==> src/rtl/ultrasonic_pkg.sv <==
// ultrasonic_pkg: scan state encoding, default timing constants and round-robin sensor pick
package ultrasonic_pkg;
  typedef enum logic [2:0] {IDLE, TRIGGER, WAIT_ECHO, MEASURE, REPORT, HOLDOFF} scan_state_t;
  localparam int unsigned DEF_NUM_SENSORS = 4;
  localparam int unsigned DEF_TRIG_CYCLES = 270;
  localparam int unsigned DEF_ECHO_TIMEOUT = 1000000;
  localparam int unsigned DEF_MAX_WIDTH = 1000000;
  localparam int unsigned DEF_GAP_CYCLES = 1620000;
  localparam int unsigned DEF_CNT_W = 32;
  localparam int unsigned DEF_FILTER_LEN = 4;
  // lowest set bit of mask at or after start, wrapping at n; start when mask is empty
  function automatic int unsigned next_enabled(input logic [31:0] mask, input int unsigned start,
                                               input int unsigned n);
    int unsigned j, idx, r;
    r = start;
    for (int k = 0; k < 32; k++) begin
      j = 32'(31 - k);
      idx = start + j;
      idx = (idx >= n) ? idx - n : idx;
      if (j < n && mask[idx[4:0]]) r = idx;
    end
    return r;
  endfunction
endpackage

==> src/rtl/ultrasonic_scan_scheduler_echo_conditioner.sv <==
// echo_conditioner: synchronizes the muxed echo, optionally debounces it (ULTRASONIC_ECHO_FILTER_EN),
// and emits rise/fall pulses of the resulting level.
module echo_conditioner #(
  parameter int unsigned FILTER_LEN = 4
) (
  input  logic clk,
  input  logic rst,
  input  logic clr,
  input  logic echo,
  output logic level,
  output logic rise,
  output logic fall
);
  logic s1, s2, prev;
  always_ff @(posedge clk) begin
    if (!rst || clr) begin
      s1 <= 1'b0;
      s2 <= 1'b0;
      prev <= 1'b0;
    end else begin
      s1 <= echo;
      s2 <= s1;
      prev <= level;
    end
  end
`ifdef ULTRASONIC_ECHO_FILTER_EN
  logic [$clog2(FILTER_LEN + 1)-1:0] fcnt;
  logic filt;
  always_ff @(posedge clk) begin
    if (!rst || clr) begin
      filt <= 1'b0;
      fcnt <= '0;
    end else if (s2 == filt) begin
      fcnt <= '0;
    end else if (fcnt == ($bits(fcnt))'(FILTER_LEN - 1)) begin
      filt <= s2;
      fcnt <= '0;
    end else begin
      fcnt <= fcnt + 1'b1;
    end
  end
  assign level = filt;
`else
  assign level = s2;
`endif
  assign rise = level & ~prev;
  assign fall = ~level & prev;
endmodule

==> src/rtl/ultrasonic_scan_scheduler.sv <==
// ultrasonic_scan_scheduler: round-robin trigger/echo measurement over NUM_SENSORS sensors.
// Optional echo debounce filter enabled by ULTRASONIC_ECHO_FILTER_EN.
module ultrasonic_scan_scheduler
  import ultrasonic_pkg::*;
#(
  parameter int unsigned NUM_SENSORS = DEF_NUM_SENSORS,
  parameter int unsigned TRIG_CYCLES = DEF_TRIG_CYCLES,
  parameter int unsigned ECHO_TIMEOUT = DEF_ECHO_TIMEOUT,
  parameter int unsigned MAX_WIDTH = DEF_MAX_WIDTH,
  parameter int unsigned GAP_CYCLES = DEF_GAP_CYCLES,
  parameter int unsigned CNT_W = DEF_CNT_W,
  parameter int unsigned FILTER_LEN = DEF_FILTER_LEN,
  localparam int unsigned ID_W = (NUM_SENSORS > 1) ? $clog2(NUM_SENSORS) : 1
) (
  input  logic                   clk,
  input  logic                   rst,
  input  logic                   run,
  input  logic [NUM_SENSORS-1:0] en_mask,
  input  logic [NUM_SENSORS-1:0] echo_pin,
  output logic [NUM_SENSORS-1:0] trigger_pin,
  output logic                   res_valid,
  output logic [ID_W-1:0]        res_id,
  output logic [CNT_W-1:0]       res_width,
  output logic                   res_timeout,
  output logic                   busy
);
  scan_state_t state, state_n;
  logic [ID_W-1:0] sel, sel_n, ptr, ptr_n, wrap, pick_ptr, pick_wrap;
  logic [CNT_W-1:0] cnt, cnt_n;
  logic tmo, tmo_n, armed, armed_n, level, rise, fall, go;
  assign go = run && |en_mask;
  assign wrap = (sel == ID_W'(NUM_SENSORS - 1)) ? '0 : sel + 1'b1;
  assign pick_ptr = ID_W'(next_enabled(32'(en_mask), 32'(ptr), NUM_SENSORS));
  assign pick_wrap = ID_W'(next_enabled(32'(en_mask), 32'(wrap), NUM_SENSORS));
  assign busy = state != IDLE;
  echo_conditioner #(.FILTER_LEN(FILTER_LEN)) u_cond (
    .clk(clk), .rst(rst), .clr(sel_n != sel), .echo(echo_pin[sel]),
    .level(level), .rise(rise), .fall(fall)
  );
  always_comb begin
    state_n = state;
    sel_n = sel;
    ptr_n = ptr;
    cnt_n = cnt;
    tmo_n = tmo;
    armed_n = 1'b0;
    unique case (state)
      IDLE: if (go) begin
        state_n = TRIGGER;
        sel_n = pick_ptr;
        cnt_n = '0;
      end
      TRIGGER: begin
        state_n = (cnt == CNT_W'(TRIG_CYCLES - 1)) ? WAIT_ECHO : TRIGGER;
        cnt_n = (cnt == CNT_W'(TRIG_CYCLES - 1)) ? '0 : cnt + 1'b1;
      end
      // a rise only counts once a low level has been seen here, so a stuck-high echo is ignored
      WAIT_ECHO: begin
        armed_n = armed | ~level;
        if (rise && armed) begin
          state_n = MEASURE;
          cnt_n = CNT_W'(1);
        end else if (cnt == CNT_W'(ECHO_TIMEOUT - 1)) begin
          state_n = REPORT;
          cnt_n = '0;
          tmo_n = 1'b1;
        end else cnt_n = cnt + 1'b1;
      end
      MEASURE: begin
        if (fall) begin
          state_n = REPORT;
          tmo_n = 1'b0;
        end else if (cnt == CNT_W'(MAX_WIDTH)) begin
          state_n = REPORT;
          tmo_n = 1'b1;
        end else cnt_n = cnt + 1'b1;
      end
      REPORT: begin
        state_n = HOLDOFF;
        cnt_n = '0;
      end
      HOLDOFF: begin
        if (cnt == CNT_W'(GAP_CYCLES - 1)) begin
          ptr_n = wrap;
          cnt_n = '0;
          state_n = go ? TRIGGER : IDLE;
          sel_n = go ? pick_wrap : sel;
        end else cnt_n = cnt + 1'b1;
      end
      default: state_n = IDLE;
    endcase
  end
  always_ff @(posedge clk) begin
    if (!rst) begin
      state <= IDLE;
      sel <= '0;
      ptr <= '0;
      cnt <= '0;
      tmo <= 1'b0;
      armed <= 1'b0;
      trigger_pin <= '0;
      res_valid <= 1'b0;
      res_id <= '0;
      res_width <= '0;
      res_timeout <= 1'b0;
    end else begin
      state <= state_n;
      sel <= sel_n;
      ptr <= ptr_n;
      cnt <= cnt_n;
      tmo <= tmo_n;
      armed <= armed_n;
      trigger_pin <= (state_n == TRIGGER) ? NUM_SENSORS'(1) << sel_n : '0;
      res_valid <= state == REPORT;
      if (state == REPORT) begin
        res_id <= sel;
        res_width <= cnt;
        res_timeout <= tmo;
      end
    end
  end
endmodule

==> config.mk <==
export PLATFORM = sky130hd
export DESIGN_NAME = ultrasonic_scan_scheduler
export DESIGN_NICKNAME = d
export VERILOG_FILES = /design/src/rtl/ultrasonic_pkg.sv /design/src/rtl/ultrasonic_scan_scheduler_echo_conditioner.sv /design/src/rtl/ultrasonic_scan_scheduler.sv
export SDC_FILE = /design/constraint.sdc
export NUM_CORES = 1
export LEC_CHECK = 0
export ABC_AREA = 1
export CAP_MARGIN = 20
export CORE_MARGIN = 2
export CORE_UTILIZATION = 43
export DETAILED_ROUTE_END_ITERATION = 8
export PLACE_DENSITY_LB_ADDON = 0.25
export SLEW_MARGIN = 20
export SYNTH_ARGS = -nofsm -noshare
export SYNTH_HDL_FRONTEND = slang
export SYNTH_SLANG_ARGS = --single-unit
==> constraint.sdc <==
create_clock -name clk -period 2.9 [get_ports clk]
set_input_delay 0.58 -clock clk [delete_from_list [all_inputs] [get_ports clk]]
set_output_delay 0.58 -clock clk [all_outputs]
set_load 0.03 [all_outputs]
=== After elaboration in Yosys (flattened, before gate mapping) ===
Index checks and enable logic that the tools add are counted.

* Register bits: 84
* Output and inout port bits: 41
* Logic and storage cells: 146

* $add $sub $neg: 16
* $lt $le $gt $ge: 17
* Equality and inequality tests: 18
* Shifts and indexed selects: 1
* Multiplexer cells: 61
* Bitwise logic cells: 5
* Reductions and logical operators: 14

{| class="wikitable"
|+ Operator list
! kind !! count
|-
| $mux W32 || 7
|-
| $pmux W32 S6 || 1
|-
| $eq A32 B20 Y1 const B || 2
|-
| $lt A5 B6 Y1 const B || 8
|-
| $bmux W1 S5 || 8
|-
| $mux W5 || 8
|-
| $add A32 B1 Y32 const B || 1
|-
| $eq A32 B21 Y1 const B || 1
|-
| $eq A32 B9 Y1 const B || 1
|-
| $mux W2 || 13
|-
| $sub A3 B3 Y4 const B || 6
|-
| $ge A3 B3 Y1 const B || 6
|-
| $mux W3 || 6
|-
| $pmux W3 S6 || 1
|-
| $mux W1 || 14
|-
| $add A2 B2 Y3 const B || 4
|-
| $ne A2 B2 Y1 const B || 5
|-
| $reduce_and A4 Y1 || 2
|-
| $sub A2 B3 Y4 const B || 2
|-
| $add A2 B1 Y3 const B || 2
|-
| $eq A3 B1 Y1 const B || 2
|-
| $eq A3 B2 Y1 const B || 2
|-
| $eq A3 B3 Y1 const B || 2
|-
| $ge A2 B3 Y1 const B || 2
|-
| 21 further kinds || 26
|}

=== Depth between registers and ports, before layout ===
* Depth in word-level cells: 16
* Mapped depth: 21

=== Modules after synthesis ===
A second synthesis with hierarchy kept.

* Cells, all modules: 750
* Area, all modules: 4,848.4 um^2

{| class="wikitable"
|+ By module, submodules not included
! module !! times used !! cells an instance !! area an instance (um^2) !! seq. area each (um^2)
|-
| ultrasonic_scan_scheduler || 1 || 736 || 4,744.6 || 1,621.6
|-
| echo_conditioner || 1 || 14 || 103.8 || 60.1
|}

=== Worst setup path after synthesis ===
Ideal clock, no wire load.

* Path kind: register to register
* From: register sel[0]
* To: register u_cond.s1
* Setup time: 111 ps
* Data arrival time: 2,100 ps
* Required time: 2,789 ps
* Path slack: 689 ps
* Stages on the path, launching flop included: 19
* Buffers on the path: 1
* Cell sequence: dfxtp_1 -> inv_4 -> ha_1 -> clkbuf_2 -> inv_1 -> nand2_1 -> nand2_1 -> nand2_1 -> nand2_2 -> o21bai_1 -> nand2_2 -> nand2_1 -> nand2_1 -> nand3_2 -> nand4_1 -> nand2_1 -> clkinv_1 -> nand2_2 -> nor2_1

* Cells in the longest elaborated chain, start to end: 16
* Elaborated cells between the ends (all ways): 38
* Classes of those cells: 8 x add/sub; 4 x order compare; 2 x eq/ne; 23 x mux; 1 x reduce/logical

{| class="wikitable"
|+ RTL lines
! element !! RTL line !! RTL
|-
| start: declaration || ultrasonic_scan_scheduler.sv:28 || <nowiki>logic [ID_W-1:0] sel, sel_n, ptr, ptr_n, wrap, pick_ptr, pick_wrap;</nowiki>
|-
| start signal: assignment || ultrasonic_scan_scheduler.sv:108 || <nowiki>sel <= sel_n;</nowiki>
|-
| $add A2 B1 Y2 or $eq A2 B2 Y1 (tied branches) || ultrasonic_scan_scheduler.sv:32 || <nowiki>assign wrap = (sel == ID_W'(NUM_SENSORS - 1)) ? '0 : sel + 1'b1;</nowiki>
|-
| $mux W2 * || ultrasonic_scan_scheduler.sv:32 ||
|-
| named net wrap[1] || ultrasonic_scan_scheduler.sv:28 ||
|-
| $add A2 B2 Y3 || ultrasonic_pkg.sv:18 || <nowiki>idx = start + j;</nowiki>
|-
| $sub A3 B3 Y4 or $ge A3 B3 Y1 (tied branches) || ultrasonic_pkg.sv:19 || <nowiki>idx = (idx >= n) ? idx - n : idx;</nowiki>
|-
| $mux W5 || ultrasonic_pkg.sv:19 ||
|-
| $bmux W1 S5 || ultrasonic_pkg.sv:20 || <nowiki>if (j < n && mask[idx[4:0]]) r = idx;</nowiki>
|-
| $mux W1 (implied by the code) || ultrasonic_pkg.sv:20 ||
|-
| $mux W2 (3 in a row) || ultrasonic_pkg.sv:20 ||
|-
| $mux W2 * || ultrasonic_pkg.sv:20 ||
|-
| $mux W2 * || ultrasonic_scan_scheduler.sv:87 || <nowiki>sel_n = go ? pick_wrap : sel;</nowiki>
|-
| $mux W2 * || ultrasonic_scan_scheduler.sv:83 || <nowiki>if (cnt == CNT_W'(GAP_CYCLES - 1)) begin</nowiki>
|-
| $pmux W2 S2 * || ultrasonic_scan_scheduler.sv:47 || <nowiki>unique case (state)</nowiki>
|-
| $ne A2 B2 Y1 * || ultrasonic_scan_scheduler.sv:37 || <nowiki>.clk(clk), .rst(rst), .clr(sel_n != sel), .echo(echo_pin[sel]),</nowiki>
|-
| $logic_or A1 B1 Y1 * || ultrasonic_scan_scheduler_echo_conditioner.sv:16 || <nowiki>if (!rst || clr) begin</nowiki>
|-
| end signal: assignment || ultrasonic_scan_scheduler_echo_conditioner.sv:21 || <nowiki>s1 <= echo;</nowiki>
|-
| end: declaration || ultrasonic_scan_scheduler_echo_conditioner.sv:14 || <nowiki>logic s1, s2, prev;</nowiki>
|}

The timed path passes the listed nets; every way through them passes the cells marked *. The select of a mux whose other input is x is not followed.
A chain may end at the register's enable or synchronous reset.

=== Worst setup path in the final report ===
Same ends and word-level chain as after synthesis.

==> run metrics <==
Hold-fix buffers, CTS 0; critical path startpoint category flip-flop; total negative slack 0 ns; critical path type reg -> reg; post-CTS setup buffers 0; DRC viols 0; synth top area cells dfxtp_1, nand2_1, nor2_1; Seq cells post-synth 84; Ports 52; Min-Delay Path Class reg -> reg; CTS Root Cell clkbuf_8; vias in the first global route 4387; final critical-path share of the clock period 0.894; DR WL/cell 13.6 um; crit path DAT 2.85 ns; part of the power in registers 0.519; crit path time final 2.59 ns; reg2reg path depth 17; Synth top area share 0.374; Placeable Area 10200 um2; Max rail drop VDD 0.248 mV; Levels on crit path 17; Pre-Repair DR Iteration Count 5; grt ovf 0; register area 1680 um2; final setup fails 0; CTS Buffer Depth 2; routed vias/inst 5.16; Final Util 0.521; Cells on Worst Hold Path 2; Distinct cells, synth 40; Placer Congestion 0.873; most frequent cell after synthesis nand2_1; diodes inserted 0; R2R Setup Slk 0.31 ns; most instantiated cells after synthesis nand2_1, nor2_1, dfxtp_1; Synthesis Warnings 0; Synth Flop Type dfxtp_1; # fillers 1029; initial antenna violation count 0; Post-Syn Area per Cell 6.80 um2; Slowest cell on crit path dfxtp_1; worst slew pin tran 0.526 ns; Post-synth EDFFs 0; top cell type by total area after synthesis dfxtp_1; share of cells above drive strength 1 0.0784; WP data required 3.16 ns; pin count of the biggest net entering global routing 65; Area growth, synth to finish 18.5%; final wirelength 11500 um; clk slew on worst S/H paths 0.08 ns; Clk pwr share 0.373; Sinks on Clock Net 84; Die W 106 um; CP Capture Type flip-flop; first-pass GRT wire length 20200 um; Initial Utilization 0.440; die area 11300 um2; Slew Limit Fails 0; RSZ-0062 raised after global routing no; sequential-to-total area share from yosys stat 0.374; CTS resizes 0; CP Max Fanout 9; Psw 591 uW; clock skew 0.00878 ns; CTS tree done; Sw Ratio 0.261; fmax 386 MHz; latest clock arrival within the worst-skew pair 0.36 ns; PortBufs 51; max-cap violations 0; CTS H-tree depth 3; Worst Hold Endpoint u_cond.level$_SDFF_PP0_; CTS buffer count 9; hpwl dp 8730 um; Core Rows 37; Worst slew margin 0.649; ANT nets after route 0; CP bufs+invs 3; Int Power 1.67 mW; crit-path max cell delay 0.58 ns; gr usage total 0.217; Die Y 106 um; pwr dens 424 nW/um2; most used cell, CP nand2_1; synthesized instance count 662; Final Hold Viols 0; status finished clean; Comb pwr share 0.108; DRT iter0 DRCs 249; Cell Area, Synth 4500 um2; Crit Reg-Reg Endpoint u_cond.s1$_SDFF_PP0_; via count 4390; fraction of registers with async set/reset 0; area of the multi-input gates 2390 um2; hold_sp u_cond.s1$_SDFF_PP0_; Crit path max-delay family simple AND/OR/NAND/NOR gates; syn nets 684; nets@finish 731; leak pwr 2.13 nW; crit-path cells inv_4, ha_1, inv_1, nand2_1, nand2_1, nand2_1, nand3_1, o21bai_1, nand2_2, nand2_1, nand2_1, nand3_2, nand4_1, nand2_1, clkinv_1, nand2_2, nor2_1; reg2reg start sel[0]$_SDFF_PN0_
-- worst register-to-register path: cells and delay by family (launching register included) --
family,cells,cell delay [ns]
buffers and inverters,3,0.33
AO/OA/AOI/OAI,1,0.17
flip-flops,1,0.58
adder cells (fa/ha/maj),1,0.45
AND/OR/NAND/NOR,12,0.99
-- area by class of cell --
class | instances | area share
multi-input cells | 470 | 0.449
flip-flops and latches | 84 | 0.315
repair buffers | 58 | 0.106
inverters | 86 | 0.0610
well taps | 136 | 0.0319
clock buffers | 10 | 0.0258
clock inverters | 6 | 0.0115
-- how the worst max path moves through the flow --
stage / startpoint / end / slack, ns
3_5_place_dp: en_mask[2] / cnt[11]$_SDFFE_PN0P_ / 0.12
4_1_cts: sel[0]$_SDFF_PN0_ / u_cond.s1$_SDFF_PP0_ / 0.33
5_1_grt: sel[0]$_SDFF_PN0_ / u_cond.prev$_SDFF_PP0_ / 0.07
3_3_place_gp: en_mask[2] / cnt[11]$_SDFFE_PN0P_ / 0.22
2_1_floorplan: sel[0]$_SDFF_PN0_ / u_cond.s1$_SDFF_PP0_ / 0.69
6_report: sel[0]$_SDFF_PN0_ / u_cond.s1$_SDFF_PP0_ / 0.31
-- cell usage in the layout (no fill, tap or decap), types with 6 or more instances in the layout --
| cell type | instances |
|---|---|
| dfxtp_1 | 84 |
| a21oi_1 | 42 |
| nand3_1 | 38 |
| buf_4 | 7 |
| nor3_1 | 17 |
| o21ai_0 | 48 |
| clkbuf_8 | 10 |
| nand2_2 | 10 |
| xor2_1 | 16 |
| ha_1 | 11 |
| nor4_1 | 6 |
| inv_1 | 77 |
| nor2_1 | 100 |
| nand4_1 | 19 |
| inv_2 | 6 |
| nand2_1 | 127 |
| clkdlybuf4s50_1 | 51 |
-- metrics by stage --
step / hold slack (ns) / setup WS (ns) / power, mW / cell area, um2 / cells
3_5_place_dp: 0.419 / 0.124 / 1.44 / 5130 / 834
6_report: 0.426 / 0.307 / 2.26 / 5330 / 850
4_1_cts: 0.428 / 0.334 / 2.28 / 5330 / 850
2_1_floorplan: 0.394 / 0.689 / 1.38 / 4500 / 662
5_1_grt: 0.442 / 0.0659 / 2.36 / 5330 / 850
3_3_place_gp: 0.408 / 0.216 / 1.44 / 5130 / 834
-- logic make-up after synthesis --
| kind of cell | after synthesis | share of synthesized area |
|---|---|---|
| and+or+nand+nor | 334 | 0.332 |
| AOI/OAI and AO/OA | 108 | 0.135 |
| buffers and inverters | 108 | 0.0962 |
| DFF | 84 | 0.374 |
| xor gates and xnor gates | 17 | 0.0331 |
| adders and majority gates | 11 | 0.0306 |
-- routing by layer --
layer | GRT usage | up-vias | part of all wire
met2 | 0.372 | 103 | 0.47
li1 | - | 2239 | -
met3 | 0.0405 | 20 | 0.046
met4 | 0.0648 | 0 | 0.015
met5 | 0 | - | 0
met1 | 0.276 | 2028 | 0.47
-- registers in the layout, indices dropped and copies added, names as in the netlist --
| name | cells |
|---|---|
| cnt | 32 |
| armed | 1 |
| u_cond.level | 1 |
| res_width | 32 |
| tmo | 1 |
| trigger_pin | 4 |
| ptr | 2 |
| res_timeout | 1 |
| res_id | 2 |
| u_cond.prev | 1 |
| sel | 2 |
| u_cond.s1 | 1 |
| state | 3 |
| res_valid | 1 |
-- power by group through the flow --
stage | registers, mW | logic [mW] | clock network (mW)
finish | 1.17 | 0.245 | 0.843
global route | 1.17 | 0.275 | 0.914
CTS | 1.17 | 0.243 | 0.864
detailed placement | 1.20 | 0.242 | 0
global placement | 1.20 | 0.236 | 0
floorplan | 1.20 | 0.172 | 0
Note: power is estimated with default switching activity, not from simulation.
==> RTL change, RTL diff (config.mk and constraints unchanged) <==
One comparison of `cnt` changes from == to >=.
--- a/src/rtl/ultrasonic_scan_scheduler.sv
+++ b/src/rtl/ultrasonic_scan_scheduler.sv
@@ -80,7 +80,7 @@
         cnt_n = '0;
       end
       HOLDOFF: begin
-        if (cnt == CNT_W'(GAP_CYCLES - 1)) begin
+        if (cnt >= CNT_W'(GAP_CYCLES - 1)) begin
           ptr_n = wrap;
           cnt_n = '0;
           state_n = go ? TRIGGER : IDLE;
Check against the original RTL: same outputs for any inputs over 4 cycles, from zero or initial values and one cycle with rst low; that may be too few to reach the edited logic, so the function may still have changed.
==> RTL change against the original RTL <==
Via count is 8.7% higher. Core utilization is 0.54 points higher. Power grew 16%. Cell area grew 8.0%. Combinational power up 4%. Synthesized area rose by 7.9%. Sequential cell count unchanged. Sequential power is essentially flat. Routed wire length rose by 11%. Setup slack better by 0.016 ns. Global-route usage grew 0.93 points. Hold slack worse by 0.0017 ns. Critical path type is now flip-flop to output port. Largest cell class unchanged. Largest power group is now the clock network.
==> RTL change: results (changes against the original RTL) <==
The first-pass GRT wire length came out at 21500 um (+6.6%). The critical path arrival came to 2.00 ns (-0.85 ns). The number of filler instances in the final layout is 1096 (+6.5%). The pre-CTS setup slack is 0.242 ns (+0.118 ns). The sum of net half-perimeters after detailed placement came to 9330 um (+6.9%).

The endpoint of the most critical setup path is busy. The cell sitting at the root of the clock tree is a clkbuf_16. The worst register-to-register path begins at sel[0].

The first-pass iteration count of the detailed router came out at 7 (+2). The final weighted congestion in routability-driven placement came out at 0.947 (+8.5%). By count the netlist is led by 164 x nand2_1, 98 x nor2_1, 84 x dfxtp_1. The via count of the first global-routing pass came out at 4499 (+2.6%). The largest net degree at the start of global routing was 59 (-9.2%). The static power due to leakage was 2.36 nW (+11%). The DRC marker count from the first detailed-route iteration came out at 438 (+76%).

The highest clock rate was 388 MHz (+0.64%). The most critical setup path has its startpoint at state[1]. The run finished with clean final reports.

The area after detailed placement came out at 5450 sq um (+6.0%). The net count of the mapped netlist came out at 752 (+9.9%). The transition time at the pin with the least slew margin was 0.568 ns (+0.0421 ns). The share of final-layout standard cells stronger than drive strength 1 is 0.0776 (-0.000812). The depth of the worst register-to-register path came out at 19 (+2). The total track usage is 0.226 (+0.00925).

The number of vias after detailed routing came out at 4773 (+8.7%).
## RTL change: cell count changes in the layout (fill, tap and decap cells not counted), sizes merged, moves of 4 or more
cell	delta
nor2	+4
a21oi	+14
nor4	-4
nand3	+5
nand2	+35
nand4	+4
nor3b	-4
a211oi	-5
o21a	+7
## RTL change: report_power, final
| part | internal, W | switching, W | total, W |
|---|---|---|---|
| Clock | 0.000707 | 0.000501 | 0.00121 |
| Sequential | 0.00116 | 0.00000535 | 0.00117 |
| Combinational | 0.0000870 | 0.000168 | 0.000255 |
| Total | 0.00196 | 0.000675 | 0.00263 |
## RTL change: how the worst min path moves through the flow
stage                         start      endpoint  cells past startpoint
after floorplan           u_cond.s1  u_cond.level                      2
after global placement    u_cond.s1  u_cond.level                      2
after detailed placement  u_cond.s1  u_cond.level                      2
after CTS                 u_cond.s1  u_cond.level                      2
after global routing      u_cond.s1  u_cond.level                      2
final                     u_cond.s1  u_cond.level                      2
## RTL change: stage by stage
stage / power (W) / hold slack, ns / cells / utilization
3_3_place_gp: 0.00144 / 0.417 / 897 / 0.498
2_1_floorplan: 0.00138 / 0.401 / 730 / -
6_report: 0.00263 / 0.424 / 913 / 0.527
4_1_cts: 0.00265 / 0.426 / 913 / 0.527
5_1_grt: 0.00274 / 0.455 / 913 / 0.527
3_5_place_dp: 0.00145 / 0.413 / 897 / 0.498
## RTL change: cell type report
class | instances | share of cell area
Clock inverter | 6 | 0.0132
Multi-Input combinational cell | 530 | 0.468
Sequential cell | 84 | 0.292
Timing Repair Buffer | 60 | 0.100
Tap cell | 140 | 0.0304
Clock buffer | 10 | 0.0415
Inverter | 83 | 0.0545
## RTL change: per-layer routing
metal	track usage	wire (um)	vias to the layer above
met5	0	0	-
li1	-	-	2438
met2	0.352	5670	150
met3	0.0506	743	24
met4	0.0875	279	0
met1	0.305	6120	2161
## RTL change: worst max-delay path, stage by stage (launching register included)
cell	delay, ns
dfxtp_1	0.34
nor2_1	0.24
inv_1	0.13
nor2_1	0.17
inv_1	0.15
clkdlybuf4s50_1	0.62
## RTL change: cell families after synthesis
family / after synthesis / share of synthesized area
compound gates: 121 / 0.138
simple gates: 379 / 0.353
buf+inv: 116 / 0.100
flops: 84 / 0.346
fa+ha+maj: 11 / 0.0283
xor+xnor: 19 / 0.0343
